<file path="config.mk">
export PLATFORM = sky130hd
export DESIGN_NAME = piso_serializer_flat
export DESIGN_NICKNAME = d
export VERILOG_FILES = /design/src/rtl/piso_serializer_if.sv /design/src/rtl/piso_serializer.sv /design/src/flat_wrapper.sv
export SDC_FILE = /design/constraint.sdc
export NUM_CORES = 1
export LEC_CHECK = 0
export BUFFER_PORTS_ARGS = -buffer_cell sky130_fd_sc_hd__buf_2
export CAP_MARGIN = 20
export CORE_UTILIZATION = 49
export CTS_CLUSTER_DIAMETER = 150
export CTS_CLUSTER_SIZE = 30
export DETAILED_ROUTE_END_ITERATION = 8
export HOLD_SLACK_MARGIN = 0.15
export PLACE_DENSITY = 0.78
export REMOVE_ABC_BUFFERS = 1
export SYNTH_ARGS = -nofsm -noshare
export SYNTH_HDL_FRONTEND = slang
export SYNTH_SLANG_ARGS = --single-unit
</file>
<file path="constraint.sdc">
create_clock -name clk -period 1.41 [get_ports clk]
set_input_delay 0.141 -clock clk [delete_from_list [all_inputs] [get_ports clk]]
set_output_delay 0.141 -clock clk [all_outputs]
set_load 0.05 [all_outputs]
</file>
<file path="src/rtl/piso_serializer_if.sv">
// Load-side handshake bundle for piso_serializer: producer drives a word with
// valid, serializer answers with ready.
interface piso_serializer_if #(
    parameter int N = 8
);
    logic [N-1:0] load_data;
    logic         load_valid;
    logic         load_ready;

    modport master (
        output load_data,
        output load_valid,
        input  load_ready
    );

    modport slave (
        input  load_data,
        input  load_valid,
        output load_ready
    );
endinterface

</file>
<file path="src/rtl/piso_serializer.sv">
// Parallel-in serial-out transmitter with a one-word holding buffer; emits one
// bit per bit_en pulse with a frame strobe and a first-bit strobe.
module piso_serializer #(
    parameter int N         = 8,
    parameter bit LSB_FIRST = 1'b0
) (
    input  logic             clk,
    input  logic             reset_n,
    piso_serializer_if.slave ld,
    input  logic             bit_en,
    output logic             sdata,
    output logic             sframe,
    output logic             sfirst,
    output logic             busy
);
    localparam int CNT_W = $clog2(N);

    typedef enum logic {
        IDLE,
        SHIFT
    } state_t;

    state_t           state;
    logic [N-1:0]     hb;
    logic             hb_full;
    logic [N-1:0]     sr;
    logic [N-1:0]     sr_next;
    logic [CNT_W-1:0] cnt;
    logic             load_sr;

    function automatic logic lead_bit(input logic [N-1:0] w);
        return LSB_FIRST ? w[0] : w[N-1];
    endfunction

    function automatic logic [N-1:0] shift_word(input logic [N-1:0] w);
        return LSB_FIRST ? (w >> 1) : (w << 1);
    endfunction

    assign sr_next      = shift_word(sr);
    assign ld.load_ready = !hb_full;
    assign busy         = sframe | hb_full;

    // The buffered word moves into the shifter from IDLE, or straight after the
    // last bit of the current word so consecutive frames have no gap.
    assign load_sr = bit_en && hb_full && ((state == IDLE) || (cnt == '0));

    always_ff @(posedge clk or negedge reset_n) begin
        if (!reset_n) begin
            state   <= IDLE;
            hb      <= '0;
            hb_full <= 1'b0;
            sr      <= '0;
            cnt     <= '0;
            sdata   <= 1'b0;
            sframe  <= 1'b0;
            sfirst  <= 1'b0;
        end else begin
            if (load_sr) begin
                sr      <= hb;
                hb_full <= 1'b0;
                cnt     <= CNT_W'(N - 1);
                sdata   <= lead_bit(hb);
                sframe  <= 1'b1;
                sfirst  <= 1'b1;
                state   <= SHIFT;
            end else if (bit_en && (state == SHIFT)) begin
                if (cnt != '0) begin
                    sr     <= sr_next;
                    cnt    <= cnt - 1'b1;
                    sdata  <= lead_bit(sr_next);
                    sfirst <= 1'b0;
                end else begin
                    state  <= IDLE;
                    sdata  <= 1'b0;
                    sframe <= 1'b0;
                    sfirst <= 1'b0;
                end
            end

            // Accept only when empty, so it can never collide with the transfer above.
            if (ld.load_valid && !hb_full) begin
                hb      <= ld.load_data;
                hb_full <= 1'b1;
            end
        end
    end
endmodule
</file>
<file path="src/flat_wrapper.sv">
// flat-port wrapper written by rule: the top's interface ports become plain ports
module piso_serializer_flat 
#(
    parameter int N         = 8,
    parameter bit LSB_FIRST = 1'b0
)
  (clk, reset_n, bit_en, sdata, sframe, sfirst, busy, ld_load_data, ld_load_valid, ld_load_ready);
  piso_serializer_if #(.N(N)) ld_i ();
  input  logic clk;
  input  logic reset_n;
  input  logic bit_en;
  output logic sdata;
  output logic sframe;
  output logic sfirst;
  output logic busy;
  input wire logic [$bits(ld_i.load_data)-1:0] ld_load_data;
  input wire logic [$bits(ld_i.load_valid)-1:0] ld_load_valid;
  output wire logic [$bits(ld_i.load_ready)-1:0] ld_load_ready;
  assign ld_i.load_data = ld_load_data;
  assign ld_i.load_valid = ld_load_valid;
  assign ld_load_ready = ld_i.load_ready;
  piso_serializer #(.N(N), .LSB_FIRST(LSB_FIRST)) u_core (.clk(clk), .reset_n(reset_n), .ld(ld_i), .bit_en(bit_en), .sdata(sdata), .sframe(sframe), .sfirst(sfirst), .busy(busy));
endmodule
</file>
==> impl_metrics.sql, run 1 <==
INSERT INTO impl_metrics (metric_group, metric, value, unit) VALUES
('status', 'outcome', 'complete, no violations', ''),
('clocking', 'clock_path_buffers', '2', ''),
('timing', 'clock-skew-final', '0.004287', 'ns'),
('route', 'dr.pass1.iters', '4', ''),
('place', 'placement.setup.worst_slack', '-0.02755', 'ns'),
('logic_synthesis', 'synth.yosys.warnings', '0', ''),
('timing', 'final.period_utilization', '0.9519', ''),
('worst_setup_path', 'rr_endpoint', 'u_core.sr[1]', ''),
('worst_setup_path', 'setup.worst_path.start_class', 'register', ''),
('logic_synthesis', 'flip_flop_and_latch_count_after_synthesis', '22', ''),
('timing', 'finalSetupViolations', '0', ''),
('timing', 'setup_repair_after_global_routing_missed_its_margin', 'no', ''),
('pwr', 'vdd_ir_drop_max', '0.001343', 'V'),
('logic_synthesis', 'synthesis.area', '1065', 'µm²'),
('route', 'drcViolationCount', '0', ''),
('logic_synthesis', 'synth_area_per_cell', '11.45', 'µm²'),
('place', 'numPortBuffers', '16', ''),
('global_route', 'grt_util_all_layers', '0.2269', ''),
('place', 'place.detailed.hpwl', '1634', 'µm'),
('pwr', 'power_switching', '1.071', 'mW'),
('route', 'wl_met2', '1135', 'µm'),
('pwr', 'cellLeakagePower', '0.6422', 'nW'),
('logic_synthesis', 'synth-async-reset-ratio', '1.000', ''),
('die', 'design.die.area', '2363', 'µm²'),
('die', 'floorplan.core_area', '2002', 'µm²'),
('timing', 'slew_violations', '0', ''),
('route', 'route.met3.wl', '117', 'µm'),
('timing', 'timing.slew.headroom', '0.6789', ''),
('die', 'die_height', '48.62', 'µm'),
('clocking', 'ctsRootBufferMaster', 'sky130_fd_sc_hd__clkbuf_4', ''),
('die', 'design.portCount', '17', ''),
('route', 'detail_route.iter0.violations', '38', ''),
('timing', 'finalWorstPathRequiredPeriod', '1.342', 'ns'),
('logic_synthesis', 'synth-edff-count', '0', ''),
('worst_setup_path', 'criticalPathCategory', 'reg2reg', ''),
('logic_synthesis', 'synthTopCellsByCount', '22 x sky130_fd_sc_hd__dfrtp_1, 7 x sky130_fd_sc_hd__a21oi_1, 7 x sky130_fd_sc_hd__mux2_2', ''),
('worst_setup_path', 'worst_setup_path_end_kind', 'register', ''),
('clocking', 'clk-insertion-delay-late', '0.31', 'ns'),
('logic_synthesis', 'largest_cells_by_area_after_synthesis', 'sky130_fd_sc_hd__dfrtp_1 52%, sky130_fd_sc_hd__mux2_2 7.4%, sky130_fd_sc_hd__a221o_1 5.6%', ''),
('logic_synthesis', 'netlist.top_cell.by_area', 'sky130_fd_sc_hd__dfrtp_1', ''),
('clocking', 'cts-buffers-inserted', '3', ''),
('logic_synthesis', 'ys_seq_area_frac', '0.5170', ''),
('worst_setup_path', 'critical_path_peak_fanout', '8', ''),
('clocking', 'number_of_levels_the_h_tree_was_split_into', '1', ''),
('global_route', 'number_of_global_route_vias_before_repair', '843', ''),
('pwr', 'clock_power_share', '0.170', ''),
('clocking', 'post_cts_buffers', '0', ''),
('min_path', 'worstHoldPathType', 'in2reg', ''),
('worst_setup_path', 'ff2ff_path_depth', '5', ''),
('timing', 'totalNegativeSetupSlack', '0', 'ns'),
('global_route', 'grt_overflow', '0', ''),
('place', 'replace_congestion', '0.7916', ''),
('timing', 'fin_ws', '0.06786', 'ns'),
('pwr', 'powerDensity', '2068', 'nW/µm²'),
('global_route', 'grt_pass1_wl', '4043', 'µm'),
('pwr', 'p_comb_frac', '0.449', ''),
('logic_synthesis', 'post_synth_cell_types', '32', ''),
('route', 'dr.max_layer_used', 'met4', ''),
('pwr', 'cellInternalPower', '1.772', 'mW'),
('route', 'total_length_of_routed_wires', '2304', 'µm'),
('die', 'die-width', '48.62', 'µm'),
('flow_run', 'cap_viol_max_count', '0', ''),
('route', 'detail-route-antenna-nets', '0', ''),
('timing', 'hold_viol_final', '0', ''),
('route', 'wire_length_on_met1', '985', 'µm'),
('logic_synthesis', 'synth_top_area_frac', '0.5170', ''),
('logic_synthesis', 'gate_count_of_the_mapped_netlist', '93', ''),
('logic_synthesis', 'top_count_cell_post_synth', 'sky130_fd_sc_hd__dfrtp_1', ''),
('route', 'dr_total_vias', '851', ''),
('die', 'rows', '16', ''),
('worst_setup_path', 'arrival', '1.55', 'ns');
## state kept, by name, summed over array words and instances, names as in the netlist
signal / cells
u_core.hb: 8
u_core.sr: 7
u_core.cnt: 3
u_core.hb_full: 1
u_core.sdata: 1
u_core.sfirst: 1
u_core.sframe: 1
## logic make-up after synthesis
group,synth area share
AND/OR/NAND/NOR,0.1257
flip-flops,0.5170
AO/OA/AOI/OAI,0.1998
adder cells (fa/ha/maj),0.02350
multiplexers,0.08461
buffers and inverters,0.04934
## through the flow
step	instances	utilization	instance area [µm²]	hold WS, ns	power [mW]
5_1_grt	151	0.6869	1375	0.2944	3.018
3_3_place_gp	138	0.6000	1201	0.1259	2.186
2_1_floorplan	87	-	1027	-0.1546	1.866
4_1_cts	151	0.6856	1373	0.2537	2.835
3_5_place_dp	138	0.6000	1201	0.1302	2.261
6_report	151	0.6869	1375	0.2734	2.843
## how the worst max path moves through the flow
| stage | slack (ns) | from | cells after the start | endpoint |
|---|---|---|---|---|
| 2_1_floorplan | -0.22 | u_core.sframe | 3 | u_core.sr[1] |
| 3_3_place_gp | 0.02 | u_core.cnt[0] | 5 | u_core.cnt[1] |
| 3_5_place_dp | -0.03 | u_core.cnt[0] | 6 | u_core.sr[5] |
| 4_1_cts | 0.02 | u_core.cnt[1] | 5 | u_core.sr[4] |
| 5_1_grt | 0.02 | u_core.cnt[0] | 5 | u_core.sr[2] |
| 6_report | 0.07 | u_core.cnt[0] | 5 | u_core.sr[1] |
## routing by layer
layer	track usage	vias to the layer above
met5	0	-
met1	0.2948	408
li1	-	398
met2	0.3588	37
met3	0.05346	8
met4	0.1029	0
## repair_timing
action | 4_1_cts | 5_1_grt
gates resized for setup | 5 | 5
endpoints found under the setup margin | 9 | 8
hold buffers | 9 | 0
endpoints found under the hold margin | 30 | 0
## placed cells by master (no fill, tap or decap), types with 2 or more instances in the layout
| cell | count |
|---|---|
| sky130_fd_sc_hd__dfrtp_1 | 22 |
| sky130_fd_sc_hd__buf_2 | 15 |
| sky130_fd_sc_hd__dlygate4sd3_1 | 9 |
| sky130_fd_sc_hd__mux2_2 | 7 |
| sky130_fd_sc_hd__a21oi_1 | 7 |
| sky130_fd_sc_hd__buf_4 | 7 |
| sky130_fd_sc_hd__and2_1 | 6 |
| sky130_fd_sc_hd__nand3_1 | 6 |
| sky130_fd_sc_hd__a221o_1 | 6 |
| sky130_fd_sc_hd__clkbuf_4 | 4 |
| sky130_fd_sc_hd__inv_2 | 3 |
| sky130_fd_sc_hd__nand2_1 | 3 |
| sky130_fd_sc_hd__a21o_1 | 3 |
| sky130_fd_sc_hd__a32oi_1 | 2 |
| sky130_fd_sc_hd__o21ai_0 | 2 |
| sky130_fd_sc_hd__a21boi_1 | 2 |
## cell type report
class                   count  area (µm²)  share of cell area
clock inverters             1       30.03             0.02184
inverters                   4       15.01             0.01092
repair buffers             33       236.5              0.1720
well taps                  27       33.78             0.02457
flip-flops and latches     22       550.5              0.4004
multi-input cells          61       486.7              0.3540
clock buffers               3       22.52             0.01638
## worst max-delay path, cell delays in order (launching register included)
cell and delay [ns]:
sky130_fd_sc_hd__dfrtp_1 0.41, sky130_fd_sc_hd__inv_2 0.08, sky130_fd_sc_hd__ha_4 0.15, sky130_fd_sc_hd__and2b_2 0.19, sky130_fd_sc_hd__nor2_4 0.07, sky130_fd_sc_hd__a221o_1 0.32
## power by group through the flow
stage | clock [mW] | combinational [mW] | sequential [mW]
after floorplan | 0 | 0.680 | 1.19
after global placement | 0 | 1.11 | 1.08
after detailed placement | 0 | 1.17 | 1.09
after CTS | 0.494 | 1.27 | 1.08
after global routing | 0.520 | 1.38 | 1.12
final | 0.483 | 1.28 | 1.08
Power figures use the tool's default switching activity.
==> run 2: changes to the inputs <==
- CORE_UTILIZATION: 49 -> 54
- PLACE_DENSITY: 0.78 -> 0.82
- clock period: 1.41 -> 1.4 ns (I/O delays scaled with it)
==> impl_metrics.sql, run 2 (same netlist as run 1, synthesis figures left out) <==
INSERT INTO impl_metrics (metric_group, metric, value, unit) VALUES
('global_route', 'antenna_found_initial', '0', ''),
('cells_and_area', 'proportion_of_layout_cells_with_a_drive_suffix_above_1', '0.4031', ''),
('die', 'die-width', '46.41', 'µm'),
('route', 'dr.pass1.iters', '4', ''),
('worst_setup_path', 'ff2ff_path_depth', '6', ''),
('die', 'rows', '15', ''),
('route', 'dr_total_vias', '846', ''),
('worst_setup_path', 'cp_data_required_time', '1.61', 'ns'),
('timing', 'timing.slew.headroom', '0.6924', ''),
('cells_and_area', 'largest_register_ffs', '8', ''),
('pwr', 'cellLeakagePower', '0.6529', 'nW'),
('clocking', 'ctsRootBufferMaster', 'sky130_fd_sc_hd__clkbuf_4', ''),
('place', 'numPortBuffers', '16', ''),
('global_route', 'grt_util_all_layers', '0.2553', ''),
('route', 'total_length_of_routed_wires', '2284', 'µm'),
('worst_setup_path', 'critical_path.n_buffers_inverters', '2', ''),
('clocking', 'cts-buffers-inserted', '3', ''),
('die', 'design.die.area', '2153', 'µm²'),
('timing', 'finalWorstPathRequiredPeriod', '1.410', 'ns'),
('clocking', 'clk-insertion-delay-late', '0.32', 'ns'),
('place', 'placedInstanceArea', '1221', 'µm²'),
('timing', 'slew_violations', '0', ''),
('timing', 'max_slew.worst_pin.slew', '0.4613', 'ns'),
('timing', 'max_freq', '709.3', 'MHz'),
('global_route', 'number_of_global_route_vias_before_repair', '786', ''),
('place', 'replace_congestion', '0.7744', ''),
('clocking', 'clock_path_buffers', '2', ''),
('worst_setup_path', 'timing.critical_path.depth', '6', ''),
('cells_and_area', 'num-nets-final', '144', ''),
('cells_and_area', 'finish.utilization', '0.7860', ''),
('place', 'placement.setup.worst_slack', '-0.07456', 'ns'),
('timing', 'fin_ws', '-0.009889', 'ns'),
('worst_setup_path', 'arrival', '1.62', 'ns'),
('clocking', 'number_of_levels_the_h_tree_was_split_into', '1', ''),
('route', 'detail-route-antenna-nets', '0', ''),
('status', 'violations', 'negative setup slack', ''),
('timing', 'final.period_utilization', '1.007', ''),
('pwr', 'total_power', '2.832', 'mW'),
('status', 'outcome', 'finished, violations left', ''),
('place', 'place.detailed.hpwl', '1542', 'µm'),
('clocking', 'cts_tree', 'yes', ''),
('min_path', 'worstHoldPathType', 'in2reg', ''),
('die', 'design.portCount', '17', ''),
('timing', 'totalNegativeSetupSlack', '-0.01853', 'ns'),
('global_route', 'grt_pass1_wl', '3643', 'µm'),
('worst_setup_path', 'timing.critical_path.cells', 'inv_2, ha_4, and2b_2, nor2_2, buf_6, a221o_1', ''),
('cells_and_area', 'reg_top3', 'u_core.hb (8), u_core.sr (7), u_core.cnt (3)', ''),
('route', 'post_drt_wl_per_cell', '14.83', 'µm'),
('place', 'dp_cells', '139', ''),
('worst_setup_path', 'worst_setup_path_startpoint', 'u_core.cnt[0]', ''),
('worst_setup_path', 'crit_path_max_incr_delay', '0.42', 'ns'),
('global_route', 'grt_overflow', '0', ''),
('cells_and_area', 'n_antenna_cell', '0', ''),
('die', 'floorplan.initialDensity', '0.5972', ''),
('worst_setup_path', 'criticalPathCategory', 'reg2reg', ''),
('clocking', 'clock_pin_slew_worst_setup_and_hold_paths', '0.13', 'ns'),
('worst_setup_path', 'critical_path_peak_fanout', '7', ''),
('timing', 'hold_viol_final', '0', ''),
('cells_and_area', 'finish.instance_area', '1401', 'µm²'),
('global_route', 'grt_max_degree', '23', ''),
('pwr', 'vdd_ir_drop_max', '0.001808', 'V'),
('die', 'floorplan.core_area', '1783', 'µm²'),
('cells_and_area', 'most-common-layout-cells', '21 x sky130_fd_sc_hd__dfrtp_1, 16 x sky130_fd_sc_hd__buf_2, 12 x sky130_fd_sc_hd__buf_4', ''),
('worst_setup_path', 'critPathTopFamily', 'flip-flops', ''),
('worst_setup_path', 'crit_path_end', 'u_core.sr[2]', ''),
('clocking', 'clock-sinks', '22', ''),
('route', 'vias_per_cell', '5.494', ''),
('cells_and_area', 'area_delta_synth_final', '31.61', '%'),
('worst_setup_path', 'reg2reg_slack', '-0.01', 'ns'),
('timing', 'clock-skew-final', '0.01222', 'ns'),
('die', 'die_height', '46.41', 'µm'),
('worst_setup_path', 'worst_r2r_startpoint', 'u_core.cnt[0]', ''),
('route', 'drcViolationCount', '0', ''),
('worst_setup_path', 'critical-path-slowest-cell', 'sky130_fd_sc_hd__dfrtp_1', ''),
('worst_setup_path', 'worst_setup_path_end_kind', 'register', ''),
('cells_and_area', 'largest_register', 'u_core.hb', ''),
('worst_setup_path', 'rr_endpoint', 'u_core.sr[2]', ''),
('cells_and_area', 'layout_commonest_cell', 'sky130_fd_sc_hd__dfrtp_1', ''),
('flow_run', 'cap_viol_max_count', '0', ''),
('timing', 'fin_worst_hold_slack', '0.2560', 'ns'),
('timing', 'finalSetupViolations', '3', ''),
('pwr', 'powerDensity', '2021', 'nW/µm²'),
('cells_and_area', 'layout.cells.non_filler', '154', ''),
('timing', 'setup_repair_after_global_routing_missed_its_margin', 'yes', ''),
('worst_setup_path', 'setup.worst_path.start_class', 'register', ''),
('route', 'detail_route.iter0.violations', '20', '');
-- run 2: final cells by class --
class,count,area (µm²)
Sequential cell,22,551.8
Fill cell,95,381.6
Inverter,4,15.01
Clock buffer,4,36.28
Timing Repair Buffer,38,271.5
Tap cell,25,31.28
Multi-Input combinational cell,61,495.5
-- run 2: worst register-to-register path, stage by stage (launching register included) --
cell                      delay [ns]
sky130_fd_sc_hd__dfrtp_1        0.42
sky130_fd_sc_hd__inv_2          0.08
sky130_fd_sc_hd__ha_4           0.15
sky130_fd_sc_hd__and2b_2        0.16
sky130_fd_sc_hd__nor2_2         0.05
sky130_fd_sc_hd__buf_6          0.13
sky130_fd_sc_hd__a221o_1        0.31
-- run 2: report_power, final --
group	internal (mW)	total [mW]	switching [mW]
registers	0.915	1.11	0.199
clock network	0.159	0.359	0.200
logic	0.653	1.36	0.706
total	1.73	2.83	1.10
-- run 2: what timing repair did --
action / in CTS / in global routing
gates resized for setup: 5 / 5
setup buffers: 1 / 1
pin swaps: 1 / 0
endpoints found under the hold margin: 30 / 0
hold buffers: 9 / 0
setup endpoints to repair: 9 / 10
-- run 2: routing by layer --
layer,global-route usage,share of wire,up-vias
met3,0.03529,0.024,5
met5,0,0,-
met4,0.1412,0.022,0
met2,0.4389,0.53,17
li1,-,-,409
met1,0.3015,0.42,415
-- run 2: worst min path at each step --
stage                        startpoint  slack, ns  cells past startpoint             to
after floorplan                 reset_n      -0.16                      0  u_core.cnt[0]
after CTS                 ld_load_valid       0.26                      3   u_core.hb[6]
after detailed placement        reset_n       0.12                      1  u_core.cnt[0]
after global routing      ld_load_valid       0.30                      3   u_core.hb[6]
after global placement          reset_n       0.11                      1  u_core.cnt[1]
final                     ld_load_valid       0.26                      3   u_core.hb[6]
==> run 3: changes to the inputs <==
- CORE_UTILIZATION: 54 -> 55
- PLACE_DENSITY: 0.82 -> 0.83
- clock period: 1.4 -> 1.8 ns (I/O delays scaled with it)
==> impl_metrics.sql, run 3 (same netlist as run 1, synthesis figures left out) <==
INSERT INTO impl_metrics (metric_group, metric, value, unit) VALUES
('worst_setup_path', 'crit_path_max_incr_delay', '0.38', 'ns'),
('global_route', 'globalRouteMet2Util', '0.3746', ''),
('cells_and_area', 'proportion_of_layout_cells_with_a_drive_suffix_above_1', '0.2821', ''),
('worst_setup_path', 'timing.critical_path.cells', 'inv_1, ha_1, nand2b_1, a21oi_4, a221o_1', ''),
('timing', 'setup_repair_after_global_routing_missed_its_margin', 'no', ''),
('pwr', 'cellInternalPower', '1.186', 'mW'),
('worst_setup_path', 'arrival', '1.83', 'ns'),
('timing', 'final.period_utilization', '0.9102', ''),
('clocking', 'clock_path_buffers', '2', ''),
('pwr', 'power_switching', '0.7669', 'mW'),
('clocking', 'clk-insertion-delay-late', '0.30', 'ns'),
('timing', 'slew_violations', '0', ''),
('flow_run', 'cap_viol_max_count', '0', ''),
('cells_and_area', 'area_delta_synth_final', '19.51', '%'),
('clocking', 'clock_pin_slew_worst_setup_and_hold_paths', '0.12', 'ns'),
('status', 'outcome', 'complete, no violations', ''),
('clocking', 'cts-buffers-inserted', '3', ''),
('global_route', 'grt_util_all_layers', '0.2290', ''),
('timing', 'max_freq', '610.4', 'MHz'),
('global_route', 'grt_pass1_wl', '3367', 'µm'),
('worst_setup_path', 'critical-path-slowest-cell', 'sky130_fd_sc_hd__a221o_1', ''),
('worst_setup_path', 'critical_path_peak_fanout', '10', ''),
('cells_and_area', 'largest_register_ffs', '8', ''),
('pwr', 'p_seq_frac', '0.450', ''),
('worst_setup_path', 'criticalPathCategory', 'reg2reg', ''),
('cells_and_area', 'n_antenna_cell', '0', ''),
('pwr', 'powerDensity', '1535', 'nW/µm²'),
('clocking', 'post_cts_buffers', '0', ''),
('route', 'total_length_of_routed_wires', '2083', 'µm'),
('pwr', 'p_comb_frac', '0.415', ''),
('clocking', 'post_cts_resize_count', '0', ''),
('timing', 'totalNegativeSetupSlack', '0', 'ns'),
('timing', 'finalSetupViolations', '0', ''),
('pwr', 'swShare', '0.3927', ''),
('clocking', 'clock-sinks', '22', ''),
('worst_setup_path', 'cp_data_required_time', '1.99', 'ns'),
('timing', 'timing.slew.headroom', '0.6783', ''),
('clocking', 'number_of_levels_the_h_tree_was_split_into', '1', ''),
('cells_and_area', 'most-common-layout-cells', '22 x sky130_fd_sc_hd__dfrtp_1, 16 x sky130_fd_sc_hd__buf_2, 9 x sky130_fd_sc_hd__dlygate4sd3_1', ''),
('global_route', 'busiest_layer', 'met2', ''),
('route', 'drcViolationCount', '0', ''),
('timing', 'finalWorstPathRequiredPeriod', '1.638', 'ns'),
('route', 'detail-route-antenna-nets', '0', ''),
('cells_and_area', 'layout_commonest_cell', 'sky130_fd_sc_hd__dfrtp_1', ''),
('die', 'die_height', '46', 'µm'),
('die', 'design.die.area', '2116', 'µm²'),
('timing', 'hold_viol_final', '0', ''),
('global_route', 'antenna_found_initial', '0', ''),
('route', 'vias_per_cell', '5.592', ''),
('cells_and_area', 'reg_top3', 'u_core.hb (8), u_core.sr (7), u_core.cnt (3)', ''),
('route', 'detail_route.iter0.violations', '14', ''),
('global_route', 'globalRouteMet1Util', '0.3033', ''),
('clocking', 'postCtsHoldBufs', '9', ''),
('global_route', 'grt_max_degree', '23', ''),
('die', 'die-width', '46', 'µm'),
('worst_setup_path', 'worst_setup_path_end_kind', 'register', ''),
('pwr', 'clock_power_share', '0.136', ''),
('place', 'replace_congestion', '0.7519', ''),
('pwr', 'cellLeakagePower', '0.5976', 'nW'),
('route', 'post_drt_wl_per_cell', '14.67', 'µm'),
('die', 'floorplan.core_area', '1764', 'µm²'),
('cells_and_area', 'largest_register', 'u_core.hb', ''),
('global_route', 'globalRouteMet3Util', '0.03571', ''),
('global_route', 'grt_overflow', '0', ''),
('worst_setup_path', 'setup.worst_path.start_class', 'register', ''),
('pwr', 'vdd_ir_drop_max', '0.0009802', 'V'),
('cells_and_area', 'num-nets-final', '132', ''),
('die', 'rows', '15', ''),
('clocking', 'ctsRootBufferMaster', 'sky130_fd_sc_hd__clkbuf_4', ''),
('timing', 'clock-skew-final', '0.001270', 'ns'),
('route', 'dr_total_vias', '794', ''),
('timing', 'max_slew.worst_pin.slew', '0.4825', 'ns'),
('min_path', 'worstHoldPathType', 'in2reg', ''),
('clocking', 'cts_tree', 'yes', ''),
('place', 'numPortBuffers', '16', ''),
('global_route', 'number_of_global_route_vias_before_repair', '747', ''),
('route', 'dr.pass1.iters', '4', ''),
('cells_and_area', 'finish.utilization', '0.7213', ''),
('die', 'floorplan.initialDensity', '0.6035', ''),
('die', 'design.portCount', '17', '');
==> run 3: cell types whose count changed in the layout (fill, tap and decap cells not counted), moves of 2 or more <==
| cell | before | now |
|---|---|---|
| sky130_fd_sc_hd__buf_4 | 12 | 1 |
| sky130_fd_sc_hd__ha_1 | 0 | 2 |
| sky130_fd_sc_hd__ha_4 | 2 | 0 |
| sky130_fd_sc_hd__inv_1 | 2 | 4 |
| sky130_fd_sc_hd__inv_2 | 2 | 0 |
==> run 3: worst max-delay path: cells and delay by family, from the launching register on <==
| family | cells | cell delay [ns] |
|---|---|---|
| AO/OA/AOI/OAI | 2 | 0.54 |
| AND/OR/NAND/NOR | 1 | 0.31 |
| buffers and inverters | 1 | 0.07 |
| flip-flops | 1 | 0.36 |
| adder cells (fa/ha/maj) | 1 | 0.24 |
==> run 3: final timing paths <==
kind,from,to,slack (ns),cells past startpoint
max,u_core.cnt[0],u_core.sr[1],0.16,5
min reg2reg,u_core.cnt[0],u_core.cnt[0],0.47,1
max reg2reg,u_core.cnt[0],u_core.sr[1],0.16,5
max in group asynchronous,reset_n,u_core.hb[2],1.12,2
min in group asynchronous,reset_n,u_core.cnt[2],0.36,2
min,bit_en,u_core.sframe,0.30,3
==> run 3: final cells by class <==
type,instances,area [µm²]
inverter,4,15.01
multi-input combinational,61,461.7
sequential,22,550.5
clock buffer,4,36.28
tap,25,31.28
fill,123,491.7
timing repair buffer,26,177.7
==> run 3: stage by stage <==
stage	std cells	total power [mW]	setup slack [ns]	area, µm²	hold WS, ns
global placement	129	1.630	0.2823	1146	0.1577
CTS	142	1.953	0.1763	1272	0.2919
finish	142	1.953	0.1617	1272	0.3043
floorplan	87	1.462	0.1694	1027	-0.1156
global route	142	2.074	0.05284	1272	0.3152
detailed placement	129	1.673	0.2008	1146	0.1599
==> run 3: power by group through the flow <==
stage / clock network [mW] / logic, mW / registers [mW]
2_1_floorplan: 0 / 0.532 / 0.930
3_3_place_gp: 0 / 0.761 / 0.869
3_5_place_dp: 0 / 0.790 / 0.883
4_1_cts: 0.273 / 0.807 / 0.873
5_1_grt: 0.289 / 0.883 / 0.902
6_report: 0.265 / 0.809 / 0.878
==> run 3: layer usage <==
layer	wire [µm]	part of all wire
met2	1063	0.51
met5	0	0
met3	58	0.028
met4	12	0.0058
met1	949	0.46
